$ cat src/rtl/arduino_node.sv
// ---------------------------------------------------------------------------
// arduino_node
//
// One node on a simple shared request/response bus. A button press queues a
// request {address, data}. The node sends the frame for one protocol tick and
// then waits up to TIMEOUT ticks for a nonzero answer on the bus. While idle,
// a nonzero value seen on the bus is treated as a request addressed to this
// node. The node echoes it back as {MY_NUMBER, value} for one tick.
//
// All protocol activity advances only on "tick" cycles. A tick is produced
// every DIV clock50 cycles by an internal divider.
//
// Ports
//   clock50         in   1              system clock, rising edge
//   reset_n         in   1              asynchronous active-low reset
//   btnClock        in   1              asynchronous send-request button
//   address         in   ADDR_W         destination of the outgoing request
//   data            in   DATA_W         payload of the outgoing request
//   in              in   DATA_W         incoming bus value, nonzero = valid
//   out             out  ADDR_W+DATA_W  bus frame {addr, data}, zero = idle
//   arduinoResponse out  DATA_W         last accepted incoming value
//   responseDisplay out  ADDR_W+DATA_W  last completed transaction
//   busy            out  1              node is not in IDLE
//   timeout_err     out  1              sticky, last WAIT expired unanswered
// ---------------------------------------------------------------------------
module arduino_node #(
    parameter int ADDR_W    = 2,
    parameter int DATA_W    = 2,
    parameter int MY_NUMBER = 2,
    parameter int DIV       = 50000,
    parameter int TIMEOUT   = 8
) (
    input  logic                     clock50,
    input  logic                     reset_n,
    input  logic                     btnClock,
    input  logic [ADDR_W-1:0]        address,
    input  logic [DATA_W-1:0]        data,
    input  logic [DATA_W-1:0]        in,
    output logic [ADDR_W+DATA_W-1:0] out,
    output logic [DATA_W-1:0]        arduinoResponse,
    output logic [ADDR_W+DATA_W-1:0] responseDisplay,
    output logic                     busy,
    output logic                     timeout_err
);

    localparam int FRAME_W = ADDR_W + DATA_W;
    localparam int DIV_CW  = (DIV > 1) ? $clog2(DIV) : 1;
    localparam int TO_CW   = (TIMEOUT > 1) ? $clog2(TIMEOUT) : 1;

    localparam logic [DIV_CW-1:0] DIV_LAST = DIV_CW'(DIV - 1);
    localparam logic [TO_CW-1:0]  TO_LAST  = TO_CW'(TIMEOUT - 1);
    localparam logic [ADDR_W-1:0] MY_ADDR  = ADDR_W'(MY_NUMBER);

    typedef enum logic [1:0] {
        S_IDLE  = 2'd0,
        S_SEND  = 2'd1,
        S_WAIT  = 2'd2,
        S_REPLY = 2'd3
    } state_t;

    state_t              state_q,    state_d;
    logic [DIV_CW-1:0]   div_cnt_q,  div_cnt_d;
    logic [TO_CW-1:0]    wait_cnt_q, wait_cnt_d;

    // Button synchroniser (meta, sync) plus one delayed copy for edge detect.
    logic                btn_meta_q, btn_sync_q, btn_prev_q;

    // Queued request: one slot, captured at the button edge.
    logic                pending_q,  pending_d;
    logic [ADDR_W-1:0]   addr_q,     addr_d;
    logic [DATA_W-1:0]   data_q,     data_d;

    // Address of the transaction currently in flight. This is kept separate
    // from addr_q so that a press during SEND/WAIT can queue the next request
    // without corrupting the responseDisplay of the current one.
    logic [ADDR_W-1:0]   txn_addr_q, txn_addr_d;

    logic [FRAME_W-1:0]  out_q,      out_d;
    logic [DATA_W-1:0]   resp_q,     resp_d;
    logic [FRAME_W-1:0]  disp_q,     disp_d;
    logic                busy_q,     busy_d;
    logic                terr_q,     terr_d;

    logic                tick;
    logic                btn_edge;
    logic                in_valid;

    // -----------------------------------------------------------------------
    // State register
    // -----------------------------------------------------------------------
    always_ff @(posedge clock50 or negedge reset_n) begin
        if (!reset_n) begin
            state_q    <= S_IDLE;
            div_cnt_q  <= '0;
            wait_cnt_q <= '0;
            btn_meta_q <= 1'b0;
            btn_sync_q <= 1'b0;
            btn_prev_q <= 1'b0;
            pending_q  <= 1'b0;
            addr_q     <= '0;
            data_q     <= '0;
            txn_addr_q <= '0;
            out_q      <= '0;
            resp_q     <= '0;
            disp_q     <= '0;
            busy_q     <= 1'b0;
            terr_q     <= 1'b0;
        end else begin
            state_q    <= state_d;
            div_cnt_q  <= div_cnt_d;
            wait_cnt_q <= wait_cnt_d;
            btn_meta_q <= btnClock;
            btn_sync_q <= btn_meta_q;
            btn_prev_q <= btn_sync_q;
            pending_q  <= pending_d;
            addr_q     <= addr_d;
            data_q     <= data_d;
            txn_addr_q <= txn_addr_d;
            out_q      <= out_d;
            resp_q     <= resp_d;
            disp_q     <= disp_d;
            busy_q     <= busy_d;
            terr_q     <= terr_d;
        end
    end

    // -----------------------------------------------------------------------
    // Next-state and output logic
    // -----------------------------------------------------------------------
    always_comb begin
        state_d    = state_q;
        wait_cnt_d = wait_cnt_q;
        pending_d  = pending_q;
        addr_d     = addr_q;
        data_d     = data_q;
        txn_addr_d = txn_addr_q;
        out_d      = out_q;
        resp_d     = resp_q;
        disp_d     = disp_q;
        terr_d     = terr_q;

        tick      = (div_cnt_q == DIV_LAST);
        div_cnt_d = tick ? '0 : div_cnt_q + DIV_CW'(1);
        btn_edge  = btn_sync_q & ~btn_prev_q;
        in_valid  = (in != '0);

        // A press is only accepted into an empty slot. A press that arrives
        // while a request is already queued is dropped.
        if (btn_edge && !pending_q) begin
            pending_d = 1'b1;
            addr_d    = address;
            data_d    = data;
        end

        if (tick) begin
            unique case (state_q)
                S_IDLE: begin
                    // An incoming request takes priority. Any queued send
                    // stays pending until IDLE is seen again. The echoed frame
                    // register itself holds the captured bus value for REPLY.
                    if (in_valid) begin
                        state_d = S_REPLY;
                        out_d   = {MY_ADDR, in};
                        resp_d  = in;
                        disp_d  = {MY_ADDR, in};
                    end else if (pending_q) begin
                        state_d    = S_SEND;
                        pending_d  = 1'b0;
                        txn_addr_d = addr_q;
                        out_d      = {addr_q, data_q};
                        terr_d     = 1'b0;
                    end
                end
                S_SEND: begin
                    state_d    = S_WAIT;
                    wait_cnt_d = '0;
                    out_d      = '0;
                end
                S_WAIT: begin
                    if (in_valid) begin
                        state_d = S_IDLE;
                        resp_d  = in;
                        disp_d  = {txn_addr_q, in};
                    end else if (wait_cnt_q == TO_LAST) begin
                        state_d = S_IDLE;
                        terr_d  = 1'b1;
                    end else begin
                        wait_cnt_d = wait_cnt_q + TO_CW'(1);
                    end
                end
                S_REPLY: begin
                    state_d = S_IDLE;
                    out_d   = '0;
                end
                default: begin
                    state_d = S_IDLE;
                    out_d   = '0;
                end
            endcase
        end

        busy_d = (state_d != S_IDLE);
    end

    assign out             = out_q;
    assign arduinoResponse = resp_q;
    assign responseDisplay = disp_q;
    assign busy            = busy_q;
    assign timeout_err     = terr_q;

endmodule

$ cat config.mk
export PLATFORM = sky130hd
export DESIGN_NAME = arduino_node
export DESIGN_NICKNAME = d
export VERILOG_FILES = /design/src/rtl/arduino_node.sv
export SDC_FILE = /design/constraint.sdc
export NUM_CORES = 1
export LEC_CHECK = 0
export CAP_MARGIN = 20
export CORE_MARGIN = 3
export CORE_UTILIZATION = 45
export CTS_BUF_LIST = sky130_fd_sc_hd__clkbuf_4 sky130_fd_sc_hd__clkbuf_8
export CTS_CLUSTER_SIZE = 25
export DETAILED_ROUTE_END_ITERATION = 10
export PLACE_DENSITY = 0.8
export SLEW_MARGIN = 20
export SYNTH_ARGS = -nofsm -noshare
export SYNTH_HDL_FRONTEND = slang
export SYNTH_SLANG_ARGS = --single-unit
$ cat constraint.sdc
create_clock -name clock50 -period 1.75 [get_ports clock50]
set_clock_uncertainty 0.1 [all_clocks]
set_input_delay 0.175 -clock clock50 [delete_from_list [all_inputs] [get_ports clock50]]
set_output_delay 0.175 -clock clock50 [all_outputs]
set_load 0.01 [all_outputs]
==> impl_metrics.json <==
{
  "status": "complete, but fails checks",
  "violations": "setup timing",
  "startpoint_type": "flip-flop",
  "dpl_cell_area_sq_um": 2490,
  "track_usage": 0.180,
  "finalPower_mw": 1.87,
  "die_w_microns": 73.3,
  "fin_nets": 248,
  "core_area_sq_um": 4170,
  "p_int_mw": 1.41,
  "area_growth_pct": 29.8,
  "grt_max_degree": 18,
  "r2r-start": "div_cnt_q[12]",
  "pwr_density_cell_nw_per_um2": 708,
  "syn-num-nets": 194,
  "holdWs_ns": 0.181,
  "rsz0062_at_grt": "yes",
  "r2r_slack_ns": -0.09,
  "worstSetupPathType": "reg2reg",
  "cp-endpoint": "txn_addr_q[1]",
  "clk_latency_ns": 0.30,
  "syn_area_per_cell_sq_um": 11.2,
  "wirelength_microns": 4440,
  "gp_congestion": 0.820,
  "mostFrequentLayoutCells": "dfrtp_1 (43), buf_4 (30), clkdlybuf4s50_1 (19)",
  "critical_path.slowest_cell": "dfrtp_1",
  "antenna_cells": 0,
  "timing.critical_path.fanout_max": 4,
  "ff2ff_path_depth": 4,
  "worst_pin_slew_ns": 0.397,
  "fin_ws_ns": -0.0908,
  "clockBufferDepth": 2,
  "synth_warnings": 0,
  "synthCells": 182,
  "leakage_nw": 1.14,
  "crit_chain": "nor4bb_1 > and4_4 > and3_4 > mux2_1",
  "start_util": 0.489,
  "regArea_sq_um": 1080,
  "async_flop_share": 1.00,
  "crit_start": "div_cnt_q[12]",
  "drt-initial-drc-count": 108,
  "num-fill-cells": 319,
  "fin_crit_sh": 1.05,
  "io_pins": 21,
  "hold_viol_final": 0,
  "fmax_mhz": 543,
  "vias_per_cell": 5.57,
  "p_sw_frac": 0.250,
  "rows": 23,
  "grt_pass1_vias": 1578,
  "num_vias": 1599,
  "numPortBuffers": 20,
  "p_seq_frac": 0.578,
  "grt_pass1_wl_microns": 7300,
  "cp-end-kind": "flip-flop",
  "tns_ns": -0.159,
  "slew_headroom": 0.734,
  "max_stage_delay_ns": 0.42,
  "cts_root_buf": "clkbuf_8",
  "drive_gt1_frac": 0.257,
  "grt_overflow": 0,
  "cts-buffers-inserted": 5,
  "cp_data_required_time_ns": 1.84,
  "syn_area_sq_um": 2040,
  "crit_buf_inv": 0,
  "slew_violations": 0,
  "die_h_microns": 73.3,
  "cts.clk_slew.worst_paths_ns": 0.09,
  "design_area_sq_um": 2650,
  "cts_tree": "built",
  "antenna_found_initial": 0,
  "synth_flop_cell": "dfrtp_1",
  "hold_class": "in2async",
  "clkPwrFrac": 0.351,
  "setup_viol": 3,
  "drtAntennaViolNets": 0,
  "htreeDepth": 2,
  "multi_input_area_sq_um": 935,
  "synth-seq-cells": 43,
  "wl_per_cell_microns": 15.5,
  "synth_cell_types": 44,
  "critPathTopFamily": "simple AND/OR/NAND/NOR gates",
  "yosysSeqAreaShare": 0.528,
  "drt_pass1_iterations": 4,
  "arrival_ns": 1.93,
  "synth.top_cell.area_share": 0.528,
  "cts_sinks": 43,
  "cp.depth": 4,
  "synth_area_leaders": "dfrtp_1 (53%), xnor2_1 (3.4%), nand3_1 (3.2%), nor2_1 (2.6%), xor2_1 (2.6%)",
  "max-cap-violations": 0,
  "p_comb_frac": 0.072,
  "power.switching_mw": 0.468,
  "final_common_cell": "dfrtp_1",
  "post-route-drc-count": 0,
  "period_minus_slack_ns": 1.84,
  "ir_drop_v": 0.000648,
  "post-route-util": 0.634,
  "r2r-end": "txn_addr_q[1]",
  "synth_area_leader_cell": "dfrtp_1",
  "dp_hpwl_microns": 3230,
  "die-area_sq_um": 5380,
  "synth_edf_count": 0
}
[logic make-up (layout without fill, tap and decap cells)]
logic type,after synthesis,after routing,synth area share
AO/OA/AOI/OAI,26,26,0.0883
XOR/XNOR,14,14,0.0601
adder cells (fa/ha/maj),3,3,0.0184
buffers and inverters,13,68,0.0331
flip-flops,43,43,0.528
multiplexers,8,8,0.0436
AND/OR/NAND/NOR,75,75,0.229
[cells in the mapped netlist (all sizes together), types with 3 or more instances]
library cell / instances
and3: 3
nand2: 7
dfrtp: 43
o21ai: 8
inv: 6
nor2: 14
ha: 3
nand4: 6
buf: 5
nand2b: 4
nor4b: 3
nor4: 4
nand3: 13
nor3: 8
a22o: 5
o31ai: 3
nor2b: 3
mux2: 7
xnor2: 8
xor2: 6
[metrics by stage]
stage          std cells  setup slack [ns]
4_1_cts              285           -0.0559
3_3_place_gp         276           -0.0230
5_1_grt              287            -0.105
2_1_floorplan        182            0.0460
3_5_place_dp         276            -0.102
6_report             287           -0.0908
[layout make-up]
type                    count  share of cell area
inverters                   6             0.00851
repair buffers             54               0.173
flip-flops and latches     43               0.406
clock buffers               5              0.0260
multi-input cells         126               0.353
well taps                  50              0.0236
clock inverters             3             0.00945
[routing by layer]
| metal | global-route usage | up-vias | wire (microns) |
|---|---|---|---|
| met3 | 0.0547 | 8 | 264 |
| met1 | 0.227 | 784 | 1910 |
| li1 | - | 763 | - |
| met5 | 0 | - | 0 |
| met4 | 0.0664 | 0 | 72 |
| met2 | 0.291 | 44 | 2200 |
[state kept, by name (all words and copies together), names as in the netlist, 2 cells and up]
signal	cells
addr_q	2
state_q	2
responseDisplay	4
txn_addr_q	2
div_cnt_q	16
arduinoResponse	2
data_q	2
wait_cnt_q	3
out	4
[worst min path at each step]
stage	from	endpoint	slack (ns)	depth (start not counted)
final	reset_n	div_cnt_q[9]	0.18	2
after global routing	reset_n	out[0]	0.20	2
after CTS	reset_n	out[0]	0.18	2
after detailed placement	reset_n	div_cnt_q[12]	-0.02	1
after global placement	reset_n	div_cnt_q[12]	-0.02	1
after floorplan	reset_n	addr_q[0]	-0.22	0
[power groups by stage]
stage | combinational [mW] | sequential, mW | clock, mW
finish | 0.135 | 1.08 | 0.657
global route | 0.148 | 1.09 | 0.710
CTS | 0.137 | 1.08 | 0.666
detailed placement | 0.135 | 1.10 | 0
global placement | 0.131 | 1.10 | 0
floorplan | 0.0726 | 1.09 | 0
[what timing repair did]
action | 4_1_cts | 5_1_grt
setup buffers | 0 | 1
hold buffers | 1 | 0
pin swaps | 2 | 3
gates cloned | 0 | 1
endpoints found under the hold margin | 26 | 0
gates resized for setup | 2 | 9
setup endpoints to repair | 8 | 17
[worst reg2reg max path, delay by kind of cell, from the launching register on]
family	cells	cell delay, ns
simple gates	3	0.87
flops	1	0.42
mux	1	0.34
(Power assumes the default switching activity.)
